**config.mk**
```make
export PLATFORM = sky130hd
export DESIGN_NAME = mux2_rr_arbiter
export DESIGN_NICKNAME = d
export VERILOG_FILES = /design/src/rtl/mux2_rr_arbiter.sv
export SDC_FILE = /design/constraint.sdc
export NUM_CORES = 1
export LEC_CHECK = 0
export BUFFER_PORTS_ARGS = -buffer_cell sky130_fd_sc_hd__buf_2
export CORE_UTILIZATION = 48
export CTS_BUF_LIST = sky130_fd_sc_hd__clkbuf_2 sky130_fd_sc_hd__clkbuf_4 sky130_fd_sc_hd__clkbuf_8
export CTS_CLUSTER_DIAMETER = 120
export DETAILED_ROUTE_END_ITERATION = 7
export PLACE_DENSITY = 0.81
export SYNTH_ARGS = -nofsm -noshare
export SYNTH_HDL_FRONTEND = slang
export SYNTH_SLANG_ARGS = --single-unit
```
**constraint.sdc**
```tcl
create_clock -name clk -period 3 [get_ports clk]
set_clock_uncertainty 0.05 [all_clocks]
set_input_delay 0.3 -clock clk [delete_from_list [all_inputs] [get_ports clk]]
set_output_delay 0.3 -clock clk [all_outputs]
set_load 0.02 [all_outputs]
```
**src/rtl/mux2_rr_arbiter.sv**
```systemverilog
// Round-robin arbiter/sequencer for a shared mux2 select tree: one requester at a time
// owns the W-bit output register, and a multi-beat packet keeps its grant until LAST.
module mux2_rr_arbiter #(
  parameter int NREQ = 4,
  parameter int W    = 8,
  parameter int SW   = $clog2(NREQ)
) (
  input  logic              clk,
  input  logic              rst,
  input  logic [NREQ-1:0]   req_valid,
  input  logic [NREQ-1:0]   req_last,
  input  logic [NREQ*W-1:0] req_data,
  output logic [NREQ-1:0]   req_ready,
  output logic              out_valid,
  output logic              out_last,
  output logic [W-1:0]      out_data,
  input  logic              out_ready,
  output logic [SW-1:0]     sel,
  output logic              busy
);

  typedef enum logic {
    IDLE,
    LOCKED
  } state_t;

  state_t        state;
  logic [SW-1:0] ptr;
  logic [SW-1:0] winner;
  logic [SW-1:0] grant_idx;
  logic [SW:0]   cand;
  logic          any_req;
  logic          can_load;
  logic          accept;
  logic [W-1:0]  data_arr [NREQ];

  if (NREQ < 2 || NREQ > 8) begin : g_bad_nreq
    $error("mux2_rr_arbiter: NREQ must be in 2..8");
  end

  for (genvar i = 0; i < NREQ; i++) begin : g_slice
    assign data_arr[i] = req_data[i*W +: W];
  end

  // Successor in round-robin order; codes >= NREQ are never produced.
  function automatic logic [SW-1:0] next_idx(input logic [SW-1:0] idx);
    if (int'(idx) == NREQ - 1) return '0;
    return idx + SW'(1);
  endfunction

  // Scan PTR, PTR+1, ... mod NREQ; the first valid requester wins.
  // NOTE: every signal driven here gets a default first, so no path leaves it unassigned (no latch).
  always_comb begin
    winner  = ptr;
    any_req = 1'b0;
    cand    = '0;
    for (int i = 0; i < NREQ; i++) begin
      cand = {1'b0, ptr} + (SW+1)'(i);
      if (cand >= (SW+1)'(NREQ)) cand = cand - (SW+1)'(NREQ);
      if (!any_req && req_valid[cand[SW-1:0]]) begin
        winner  = cand[SW-1:0];
        any_req = 1'b1;
      end
    end
  end

  assign can_load  = !out_valid || out_ready;
  assign grant_idx = (state == IDLE) ? winner : sel;

  // At most one ready bit: the winner when idle, the lock owner when locked.
  always_comb begin
    req_ready = '0;
    if (!rst && can_load) begin
      if (state == IDLE) begin
        if (any_req) req_ready[winner] = 1'b1;
      end else if (req_valid[sel]) begin
        req_ready[sel] = 1'b1;
      end
    end
  end

  assign accept = |req_ready;

  // NOTE: sequential state uses non-blocking assignments so every flop samples pre-edge values.
  always_ff @(posedge clk) begin
    if (rst) begin
      state     <= IDLE;
      ptr       <= '0;
      sel       <= '0;
      busy      <= 1'b0;
      out_valid <= 1'b0;
      out_last  <= 1'b0;
      out_data  <= '0;
    end else begin
      if (accept) begin
        out_valid <= 1'b1;
        out_last  <= req_last[grant_idx];
        out_data  <= data_arr[grant_idx];
      end else if (out_ready) begin
        out_valid <= 1'b0;
      end

      case (state)
        IDLE: begin
          if (accept) begin
            sel <= winner;
            if (req_last[winner]) begin
              ptr <= next_idx(winner);
            end else begin
              state <= LOCKED;
              busy  <= 1'b1;
            end
          end
        end
        LOCKED: begin
          if (accept && req_last[sel]) begin
            state <= IDLE;
            busy  <= 1'b0;
            ptr   <= next_idx(sel);
          end
        end
        default: begin
          state <= IDLE;
          busy  <= 1'b0;
        end
      endcase
    end
  end

endmodule

```
# ---- Yosys cells after proc, flatten, opt, wreduce, memory -nomap -nowiden
# Cells that the tools add are included.
dict set report totals {
  register_bits 16
  input_bits 43
  output_inout_bits 17
  word_cells 123
}
dict set report op_classes {
  addsub 9
  magnitude_cmp 14
  n_eq_ne 6
  muxes 67
  bitwise 2
  reduce_logical 18
}
# operator n
set op_table {}
lappend op_table {{2-bit 2-to-1 mux} 16}
lappend op_table {{1-bit 2-to-1 mux} 31}
lappend op_table {{2-bit by 3-bit less-than comparator with 1-bit output (second input constant)} 7}
lappend op_table {{1-bit binary-select mux with 2-bit select} 8}
lappend op_table {{8-bit binary-select mux with 2-bit select} 1}
lappend op_table {{4-bit 2-to-1 mux} 4}
lappend op_table {{8-bit 2-to-1 mux} 2}
lappend op_table {{3-bit greater-or-equal comparator (second input constant)} 4}
lappend op_table {{2-bit by 1-bit subtractor with 2-bit output (second input constant)} 4}
lappend op_table {{1-bit logical AND} 7}
lappend op_table {{2-bit by 2-bit adder with 3-bit output (second input constant)} 2}
lappend op_table {{3-bit AND reduction} 2}
lappend op_table {{1-bit logical NOT} 5}
lappend op_table {{2-bit by 1-bit adder with 2-bit output (second input constant)} 2}
lappend op_table {{1-bit demux with 2-bit select} 2}
lappend op_table {{2-bit by 1-bit equality test with 1-bit output (second input constant)} 2}
lappend op_table {{2-bit by 1-bit greater-or-equal comparator with 1-bit output (second input constant)} 2}
lappend op_table {{2-bit by 1-bit inequality test with 1-bit output (second input constant)} 2}
lappend op_table {{2-bit inequality test (second input constant)} 2}
lappend op_table {{1-bit case mux with 2 select lines} 2}
lappend op_table {{2-bit case mux with 2 select lines} 1}
lappend op_table {{4-bit OR reduction} 1}
lappend op_table {{2-bit by 1-bit adder with 3-bit output (second input constant)} 1}
lappend op_table {{2-bit by 3-bit greater-or-equal comparator with 1-bit output (second input constant)} 1}
lappend op_table {{5 further kinds} 5}

# ---- Logic depth before layout (Yosys ltp)
# Gate-level depths: netlist of the first run.
dict set report depth {
  word_depth 29
  mapped_depth 12
  ltp_nobuf 10
}

# ---- Least setup slack after synthesis of the first run
# No wires, ideal clock.
dict set report synth_path {
  path_kind {reg-to-reg}
  start {register ptr[1]}
  end {register ptr[0]}
  setup_time_ps 95
  arrival_time_ps 2559
  required_ps 2855
  setup_slack_ps 296
  path_stages_with_launch 12
  n_path_buf 1
  period_less_slack_ps 2704
  cell_sequence {dfxtp_1 > a21bo_2 > a21oi_1 > or3_4 > inv_2 > ha_1 > nor3b_1 > a32oi_1 > and4_1 > clkbuf_1 > or4_4 > a221oi_1}
}
dict set report synth_between {
  elab_chain_cells 25
  elab_cells_between_ends 64
  classes_between {8 x add/sub; 6 x order compare; 4 x eq/ne; 36 x mux; 10 x reduce/logical}
}
# item line
set synth_rtl {}
lappend synth_rtl {{from (decl)} 28} ;# logic [SW-1:0] ptr;
lappend synth_rtl {{from (signal assigned)} 108} ;# ptr <= next_idx(winner);
lappend synth_rtl {{from (signal assigned)} 119} ;# ptr <= next_idx(sel);
lappend synth_rtl {{branches (longest 13 deep; another with 2-bit by 1-bit adder with 3-bit output)} --}
lappend synth_rtl {{2-bit 2-to-1 mux *} 60} ;# if (!any_req && req_valid[cand[SW-1:0]]) begin
lappend synth_rtl {{named net winner[0]} 29} ;# logic [SW-1:0] winner;
lappend synth_rtl {{2-bit by 3-bit less-than comparator with 1-bit output (not written as such) or 2-bit by 1-bit greater-or-equal comparator with 1-bit output (tied branches)} 75} ;# if (any_req) req_ready[winner] = 1'b1;
lappend synth_rtl {{1-bit logical AND (not written as such)} 75}
lappend synth_rtl {{1-bit 2-to-1 mux (not written as such)} 75}
lappend synth_rtl {{1-bit demux with 2-bit select} 75}
lappend synth_rtl {{4-bit 2-to-1 mux} 75}
lappend synth_rtl {{4-bit 2-to-1 mux} 74} ;# if (state == IDLE) begin
lappend synth_rtl {{4-bit 2-to-1 mux} 73} ;# if (!rst && can_load) begin
lappend synth_rtl {{4-bit OR reduction} 82} ;# assign accept = |req_ready;
lappend synth_rtl {{1-bit logical AND} 116} ;# if (accept && req_last[sel]) begin
lappend synth_rtl {{2-bit by 1-bit inequality test with 1-bit output (no source line)} --}
lappend synth_rtl {{3-bit AND reduction (no source line)} --}
# Mark *: on every way through the listed nets, which the timed path passes. The select of a mux whose other input is x is not followed.
# A chain may end at the register's enable or synchronous reset.

# ---- Worst setup path in the final report of the first run
dict set report layout_path {
  start {register ptr[0]}
  end {register ptr[0]}
}
# Same word-level chain as after synthesis.

==> qor.yml, run 1 <==
startpoint_type: "flip-flop"
crit_path_end_kind: "flip-flop"
io_pins: 60
synthesis.area_um2: 1308
outcome: "completed"
filler_cell_count: 230
cts_tree: "built"
die_h_um: 54.19
routed_via_density: 5.931
synth_cells: 161
grt_start_max_net_pins: 27
place_inst: 243
worst_pin_slew_ns: 1.076
fp.dieW_um: 54.19
r2r_cells: 10
synth_area_leaders: "dfxtp_1, a21oi_1, ha_1, mux2i_1, a221o_1"
worst_ep_required_time_ns: 3.14
max_stage_delay_ns: 0.49
io_buffer_count: 59
max_freq_ghz: 0.3540
syn-num-nets: 212
cp.arrival_ns: 2.96
n_antenna_cell: 0
ys_ff_latch: 16
finalSetupViolations: 0
maxSlewViolCount: 0
drive_above_1_share: 0.3843
cp_num_buf_inv: 1
start_util: 0.5184
crit_type: "flip-flop to flip-flop"
critPathMaxFanout: 5
p_leak_nw: 0.7772
clock_path_buffers: 2
hold_depth: 4
grt_pass1_wl_mm: 5.554
first_iter_violations: 24
synth.cells.most_frequent: "a21oi_1, nand2_1, dfxtp_1, inv_1, mux2i_1"
vdd_ir_drop_max_v: 0.0005848
synth_top_area_share: 0.2450
synth_edf_count: 0
firstDrtPassIters: 4
wirelength_mm: 3.668
cts-root-buf: "clkbuf_4"
yosysWarnings: 0
hold_viol: 0
yosysSeqAreaShare: 0.2450
routedWlPerCell_um: 14.91
maxCapViolCount: 0
synth_most_common_cell: "a21oi_1"
yosysUniqueCellTypes: 39
hold_class: "input pin to flip-flop"
h-tree-depth: 1
yosysTopAreaCell: "dfxtp_1"
maxSlewHeadroom: 0.2764
synth_flop_cell: "dfxtp_1"
area_delta_synth_final_pct: 27.85
vias: 1459
num_rows: 18
regToRegSetupSlack_ns: 0.18
grt-ovfl-total: 0
powerDensity_nw_per_um2: 973.6
globalplace.congestion: 0.9459
grt_antenna_before_repair: 0
cpLargestDelayFamily: "simple AND/OR/NAND/NOR gates"
finalNonFillerCells: 246
synthArstFlopShare: 0
dp_hpwl_mm: 2.797
dieArea_um2: 2937
cts.sinks: 16
ant_nets: 0
clk_pin_slew_ns: 0.09
avgSynthCellArea_um2: 8.121
postCtsHoldBufs: 0
nNetsFinal: 269
period_needed_ns: 2.825
grt_pass1_vias: 1298
cts_made_buffers: 3
worstSkewPairLatency_ns: 0.27
drcViolationCount: 0
slowest_stage: "or4_4"
final_core_util: 0.6627
track_usage: 0.2574
worst-path-stages: 10
critical_path.cell_chain: "nand2b_1, a21oi_1, or3_4, inv_2, ha_1, nor3b_2, a32oi_1, and4_1, or4_4, a221oi_1"
layout_worst_path_cycle_share: 0.9416
core_area_um2: 2522
==> worst reg2reg max path: cells and delay by family (launching register included) <==
kind	cells	cell delay (ns)
AO/OA/AOI/OAI	3	0.52
adder cells (fa/ha/maj)	1	0.15
buffers and inverters	1	0.11
flip-flops	1	0.40
AND/OR/NAND/NOR	5	1.50
==> layer usage <==
layer / part of all wire / global-route usage / vias up
met5: 0 / 0 / -
met4: 0.016 / 0.08547 / 0
met3: 0.055 / 0.05085 / 9
met2: 0.49 / 0.4431 / 57
met1: 0.43 / 0.3153 / 683
li1: - / - / 710
==> stage by stage <==
step	hold WS (ns)	TNS (ns)	area, um^2	worst slack, ns	power (mW)
floorplan	0.4594	0	1308	0.2956	1.217
global placement	0.3912	0	1618	0.1316	1.461
detailed placement	0.3935	0	1618	0.04505	1.497
CTS	0.3410	0	1640	0.1454	1.610
global route	0.3598	-0.007057	1672	-0.007057	1.759
finish	0.3399	0	1672	0.1753	1.627
==> sequential cells by signal (all words and copies together), names as in the netlist <==
signal	cells
ptr	2
busy	1
out_data	8
out_valid	1
sel	2
out_last	1
state	1
==> what timing repair did <==
action,CTS,global route
buffers inserted,0,0
resized for setup,0,5
setup endpoints to repair,0,3
==> logic make-up (layout without fill, tap and decap cells) <==
kind of cell	Yosys count	count (layout)	synth area share
AO/OA/AOI/OAI	57	57	0.3215
adder cells (fa/ha/maj)	8	8	0.07656
buffers and inverters	24	79	0.07845
flip-flops	16	16	0.2450
multiplexers	11	11	0.09378
AND/OR/NAND/NOR	45	45	0.1847
==> cells in the final DEF (no fill, tap or decap), types with 3 or more instances in the layout <==
cell type / synthesis / routed
a21oi_1: 24 / 23
a221o_1: 8 / 8
a32oi_1: 4 / 4
buf_2: 3 / 59
buf_4: 2 / 4
clkbuf_4: 0 / 3
dfxtp_1: 16 / 16
ha_1: 8 / 8
inv_1: 11 / 11
mux2i_1: 10 / 10
nand2_1: 19 / 19
nand2b_1: 4 / 4
nor2_1: 4 / 4
o21ai_0: 5 / 5
o31a_1: 3 / 3
or3_1: 3 / 3
==> cell type report <==
class                           count  area [um^2]  share of cell area
Clock buffer                        3        22.52             0.01347
Multi-Input combinational cell    121        915.9              0.5479
Timing Repair Buffer               63        325.3              0.1946
Inverter                           13        50.05             0.02994
Sequential cell                    16        320.3              0.1916
Tap cell                           30        37.54             0.02246
==> final timing paths <==
path	to	startpoint
setup / recovery	ptr[0]	ptr[0]
hold / removal	out_data[0]	req_data[16]
setup reg to reg	ptr[0]	ptr[0]
hold reg to reg	out_data[4]	out_data[4]
==> power breakdown <==
| part | switching (mW) | internal (mW) |
|---|---|---|
| combinational | 0.674 | 0.453 |
| clock | 0.0617 | 0.0464 |
| sequential | 0.0785 | 0.314 |
(Power assumes the default switching activity.)
==> run 2, diff against run 1 <==
- CORE_UTILIZATION: 48 -> 47
- CTS_BUF_LIST: sky130_fd_sc_hd__clkbuf_2 sky130_fd_sc_hd__clkbuf_4 sky130_fd_sc_hd__clkbuf_8 -> not set
- PLACE_DENSITY: 0.81 -> 0.79
==> run 2 against run 1 <==
  * Total power up 2.1%
  * Core utilization down 0.19 points
  * Wire length down 0.65%
  * Cell area up 0.60%
  * Non-clock buffer count unchanged
  * Clock power up 28%
  * Cell count up 0.41%
  * Register-to-register slack worse by 0.02 ns
  * Hold slack worse by 0.018 ns
  * Critical endpoint is now ptr[1]
  * Highest routed layer unchanged
==> qor.yml, run 2 (synthesis gave the netlist of run 1 again) <==
dp_hpwl_mm: 2.730  # -2.4%
top_register: "out_data"
layout_worst_path_cycle_share: 0.9469  # +0.005299
core_area_um2: 2545  # +0.89%
maxSlewViolCount: 0  # unchanged
cts_resized: 0  # unchanged
p_leak_nw: 0.7826  # +0.69%
fp.dieW_um: 54.75  # +1.0%
n_antenna_cell: 0  # unchanged
total_power_mw: 1.662  # +2.1%
crit_type: "flip-flop to flip-flop"
hold_viol: 0  # unchanged
cp.arrival_ns: 2.97  # about the same
max_freq_ghz: 0.3520  # -0.56%
cp_num_buf_inv: 1  # unchanged
crit_start: "ptr[0]"
nNetsFinal: 269  # unchanged
max_stage_delay_ns: 0.50  # about the same
outcome: "completed"
worstSkewPairLatency_ns: 0.28  # about the same
hold_start: "req_data[19]"
num_rows: 18  # unchanged
cts.sinks: 16  # unchanged
worst_slack_ns: 0.1594  # -0.01590 ns
r2r_start: "ptr[0]"
slowest_stage: "or4_4"
final_common_cell: "buf_2"
worst_ep_required_time_ns: 3.13  # about the same
grt-ovfl-total: 0  # unchanged
globalplace.congestion: 0.9421  # -0.40%
area_delta_synth_final_pct: 28.61
grt_start_max_net_pins: 27  # unchanged
track_usage: 0.2474  # -0.009986
drcViolationCount: 0  # unchanged
cts_made_buffers: 3  # unchanged
worst_pin_slew_ns: 1.012  # -0.06445 ns
maxCapViolCount: 0  # unchanged
drive_above_1_share: 0.3871  # +0.002838
vdd_ir_drop_max_v: 0.0005604  # -4.2%
postCtsHoldBufs: 0  # unchanged
cpLargestDelayFamily: "simple AND/OR/NAND/NOR gates"
cts_tree: "built"
ant_nets: 0  # unchanged
h-tree-depth: 1  # unchanged
post-cts-setup-buffer-count: 0  # unchanged
setup_tns_ns: 0  # unchanged
largest_reg_flops: 8  # unchanged
hold_class: "input pin to flip-flop"
start_util: 0.5138  # -0.004587
clock_path_buffers: 2  # unchanged
grt_pass1_vias: 1276  # -1.7%
rsz0062_at_grt: "false"
grt_antenna_before_repair: 0  # unchanged
firstDrtPassIters: 6  # +2
cts-root-buf: "clkbuf_4"
maxSlewHeadroom: 0.3198  # +0.04334
seqCellArea_um2: 321.6  # +0.39%
critPathMaxFanout: 5  # unchanged
multi_input_area_um2: 910.9  # -0.55%
largest_registers: "out_data (8), ptr (2), sel (2)"
dieArea_um2: 2997  # +2.1%
die_h_um: 54.75  # +1.0%
io_pins: 60  # unchanged
mostFrequentLayoutCells: "buf_2, a21oi_1, nand2_1"
startpoint_type: "flip-flop"
critical_path.cell_chain: "nand2b_1, a21oi_1, or3_4, inv_2, ha_1, nor3b_2, a32oi_1, and4_1, or4_4, a221oi_1"
grt_pass1_wl_mm: 5.361  # -3.5%
dp_slack_ns: 0.03605  # -0.008997 ns
routedWlPerCell_um: 14.75  # -1.1%
crit_path_end_kind: "flip-flop"
routed_via_density: 5.866  # -1.1%
first_iter_violations: 30  # +25%
filler_cell_count: 220  # -4.3%
design_area_um2: 1682  # +0.60%
period_needed_ns: 2.841  # +0.01590 ns
powerDensity_nw_per_um2: 988.3  # +1.5%
placed_area_um2: 1618  # unchanged
vias: 1449  # -0.69%
finalSetupViolations: 0  # unchanged
clk_pin_slew_ns: 0.09  # about the same
io_buffer_count: 59  # unchanged
wirelength_mm: 3.644  # -0.65%
-- run 2: changes by cell type in the layout (fill, tap and decap cells not counted) --
| cell | delta |
|---|---|
| dfxtp_2 | +1 |
| nor3b_2 | -1 |
| dfxtp_1 | -1 |
| clkbuf_8 | +1 |
| nor3b_1 | +1 |
-- run 2: final timing paths --
kind              slack, ns  cells after the start           to
hold / removal         0.32                      4  out_data[3]
setup / recovery       0.16                     10       ptr[1]
hold reg to reg        0.41                      2  out_data[3]
setup reg to reg       0.16                     10       ptr[1]
-- run 2: per-layer routing --
layer	GRT usage	part of all wire	routed length, um
met1	0.2871	0.43	1581
met5	0	0	0
met3	0.03889	0.054	195
met2	0.4438	0.50	1840
met4	0.09829	0.0074	27
-- run 2: worst min-delay path, stage by stage --
cell,delay [ns]
buf_2,0.09
nand2_1,0.04
a221o_1,0.13
a21oi_1,0.05
-- run 2: metrics by stage --
step                      utilization  hold WS [ns]  instances
after floorplan                     -        0.4594        161
after CTS                      0.6500        0.3099        247
final                          0.6608        0.3217        247
after global placement         0.6357        0.3902        243
after global routing           0.6608        0.3330        247
after detailed placement       0.6357        0.3963        243
-- run 2: power by group --
group	internal (mW)	switching, mW
Clock	0.0738	0.0641
Sequential	0.314	0.0777
Combinational	0.454	0.678
-- run 2: final cells by class --
| cell class | count | share of cell area |
|---|---|---|
| clock buffers | 4 | 0.02158 |
| repair buffers | 63 | 0.1935 |
| flip-flops and latches | 16 | 0.1912 |
| multi-input cells | 121 | 0.5417 |
| well taps | 30 | 0.02232 |
| inverters | 13 | 0.02976 |
==> run 3, diff against run 2 <==
--- a/config.mk
+++ b/config.mk
@@ -10,5 +10,5 @@
 export CTS_CLUSTER_DIAMETER = 120
 export DETAILED_ROUTE_END_ITERATION = 7
-export PLACE_DENSITY = 0.79
+export PLACE_DENSITY = 0.82
 export SYNTH_ARGS = -nofsm -noshare
 export SYNTH_HDL_FRONTEND = slang
==> constraint.sdc (replaced) <==
create_clock -name clk -period 3 [get_ports clk]
set_clock_uncertainty 0.05 [all_clocks]
set_input_delay 0.6 -clock clk [delete_from_list [all_inputs] [get_ports clk]]
set_output_delay 0.6 -clock clk [all_outputs]
set_load 0.02 [all_outputs]
==> run 3 against run 2 <==
  * Register-to-register slack improved by 0.08 ns
  * Largest cell class unchanged
  * Worst setup slack lost 0.081 ns
  * Hold slack better by 0.083 ns
  * Critical endpoint is now req_ready[0]
==> qor.yml, run 3 (synthesis gave the netlist of run 1 again) <==
drcViolationCount: 0  # unchanged
grt-ovfl-total: 0  # unchanged
hold_viol: 0  # unchanged
h-tree-depth: 1  # unchanged
p_leak_nw: 0.8689  # +11%
track_usage: 0.2557  # +0.008311
vdd_ir_drop_max_v: 0.0006565  # +17%
routedWlPerCell_um: 13.70  # -7.1%
grt_antenna_before_repair: 0  # unchanged
crit_type: "input pin to primary output"
grt_pass1_wl_mm: 5.492  # +2.4%
maxSlewHeadroom: 0.3129  # -0.006875
grt_start_max_net_pins: 22  # -19%
ant_nets: 0  # unchanged
dieArea_um2: 2997  # unchanged
max_freq_ghz: 0.3423  # -2.8%
finalSetupViolations: 0  # unchanged
hold_class: "flip-flop to flip-flop"
cts_tree: "built"
dp_slack_ns: -0.07068  # -0.1067 ns
n_antenna_cell: 0  # unchanged
vias: 1498  # +3.4%
period_needed_ns: 2.921  # +0.08064 ns
fp.dieW_um: 54.75  # unchanged
num_rows: 18  # unchanged
largest_reg_flops: 8  # unchanged
worst_slack_ns: 0.07875  # -0.08064 ns
mostFrequentLayoutCells: "buf_2, a21oi_1, buf_4"
maxSlewViolCount: 0  # unchanged
cts.sinks: 16  # unchanged
cts_made_buffers: 3  # unchanged
nNetsFinal: 289  # +7.4%
worst_ep_required_time_ns: 2.35  # -0.78 ns
first_iter_violations: 35  # +17%
powerDensity_nw_per_um2: 954.2  # -3.4%
wirelength_mm: 3.645  # about the same
routed_via_density: 5.632  # -4.0%
io_buffer_count: 59  # unchanged
cts-root-buf: "clkbuf_4"
final_common_cell: "buf_2"
final_core_util: 0.7114  # +0.05064
clk_pin_slew_ns: 0.09  # about the same
die_h_um: 54.75  # unchanged
clock_path_buffers: 2  # unchanged
top_register: "out_data"
layout_worst_path_cycle_share: 0.9737  # +0.02688
core_area_um2: 2545  # unchanged
dp_hpwl_mm: 2.749  # +0.71%
startpoint_type: "input pin"
io_pins: 60  # unchanged
maxCapViolCount: 0  # unchanged
crit_path_end_kind: "primary output"
area_delta_synth_final_pct: 38.47
globalplace.congestion: 0.9034  # -4.1%
rsz0062_at_grt: "true"
cp.arrival_ns: 2.27  # -0.70 ns
postCtsHoldBufs: 0  # unchanged
start_util: 0.5138  # unchanged
worstSkewPairLatency_ns: 0.29  # about the same
firstDrtPassIters: 4  # -2
drive_above_1_share: 0.4237  # +0.03663
critPathMaxFanout: 7  # +2
outcome: "completed"
worst_pin_slew_ns: 1.022  # +0.01023 ns
grt_pass1_vias: 1263  # -1.0%
largest_registers: "out_data (8), ptr (2), sel (2)"
-- run 3: path summary, 6_finish.rpt --
path | cells past startpoint | slack (ns) | endpoint | start
setup / recovery | 10 | 0.08 | req_ready[0] | req_valid[3]
hold / removal | 2 | 0.41 | out_data[4] | out_data[4]
setup reg to reg | 10 | 0.24 | ptr[1] | ptr[0]
hold reg to reg | 2 | 0.41 | out_data[4] | out_data[4]
-- run 3: layout make-up --
class,instances,area (um^2)
clock buffers,3,22.52
fillers,224,734.5
inverters,13,50.05
multi-input cells,121,904.6
flip-flops and latches,16,320.3
well taps,30,37.54
repair buffers,83,475.5
-- run 3: timing repair --
action                     in CTS  in global routing
pin swaps                       0                  6
setup endpoints to repair       1                  5
gates cloned                    0                  0
setup buffers                   0                  2
resized for setup               1                  2
-- run 3: metal layers --
layer  vias up  routed length (um)  GRT usage
li1        745                   -          -
met1       694                1547     0.3228
met2        55                1865     0.4297
met3         4                 197    0.05000
met4         0                  35    0.08120
met5         -                   0          0
-- run 3: worst max-delay path: stages --
cell and delay, ns:
buf_2 0.14, nand2b_1 0.14, a21oi_1 0.10, or3_4 0.40, buf_4 0.15, ha_1 0.17
nor3b_1 0.14, a32oi_1 0.23, inv_1 0.06, buf_2 0.16
-- run 3: through the flow --
step	instance area (um^2)	hold WS [ns]	power (mW)	TNS [ns]	cells
after floorplan	1308	0.4594	1.217	0	161
after global placement	1753	0.3913	1.568	-0.1248	261
after detailed placement	1753	0.3967	1.579	-0.2016	261
after CTS	1788	0.4098	1.701	0	264
after global routing	1810	0.4305	1.871	-0.01460	266
final	1810	0.4051	1.728	0	266
-- run 3: power by group --
part	switching (mW)	internal (mW)
Clock	0.0686	0.0467
Sequential	0.0702	0.313
Combinational	0.690	0.539
Total	0.829	0.899
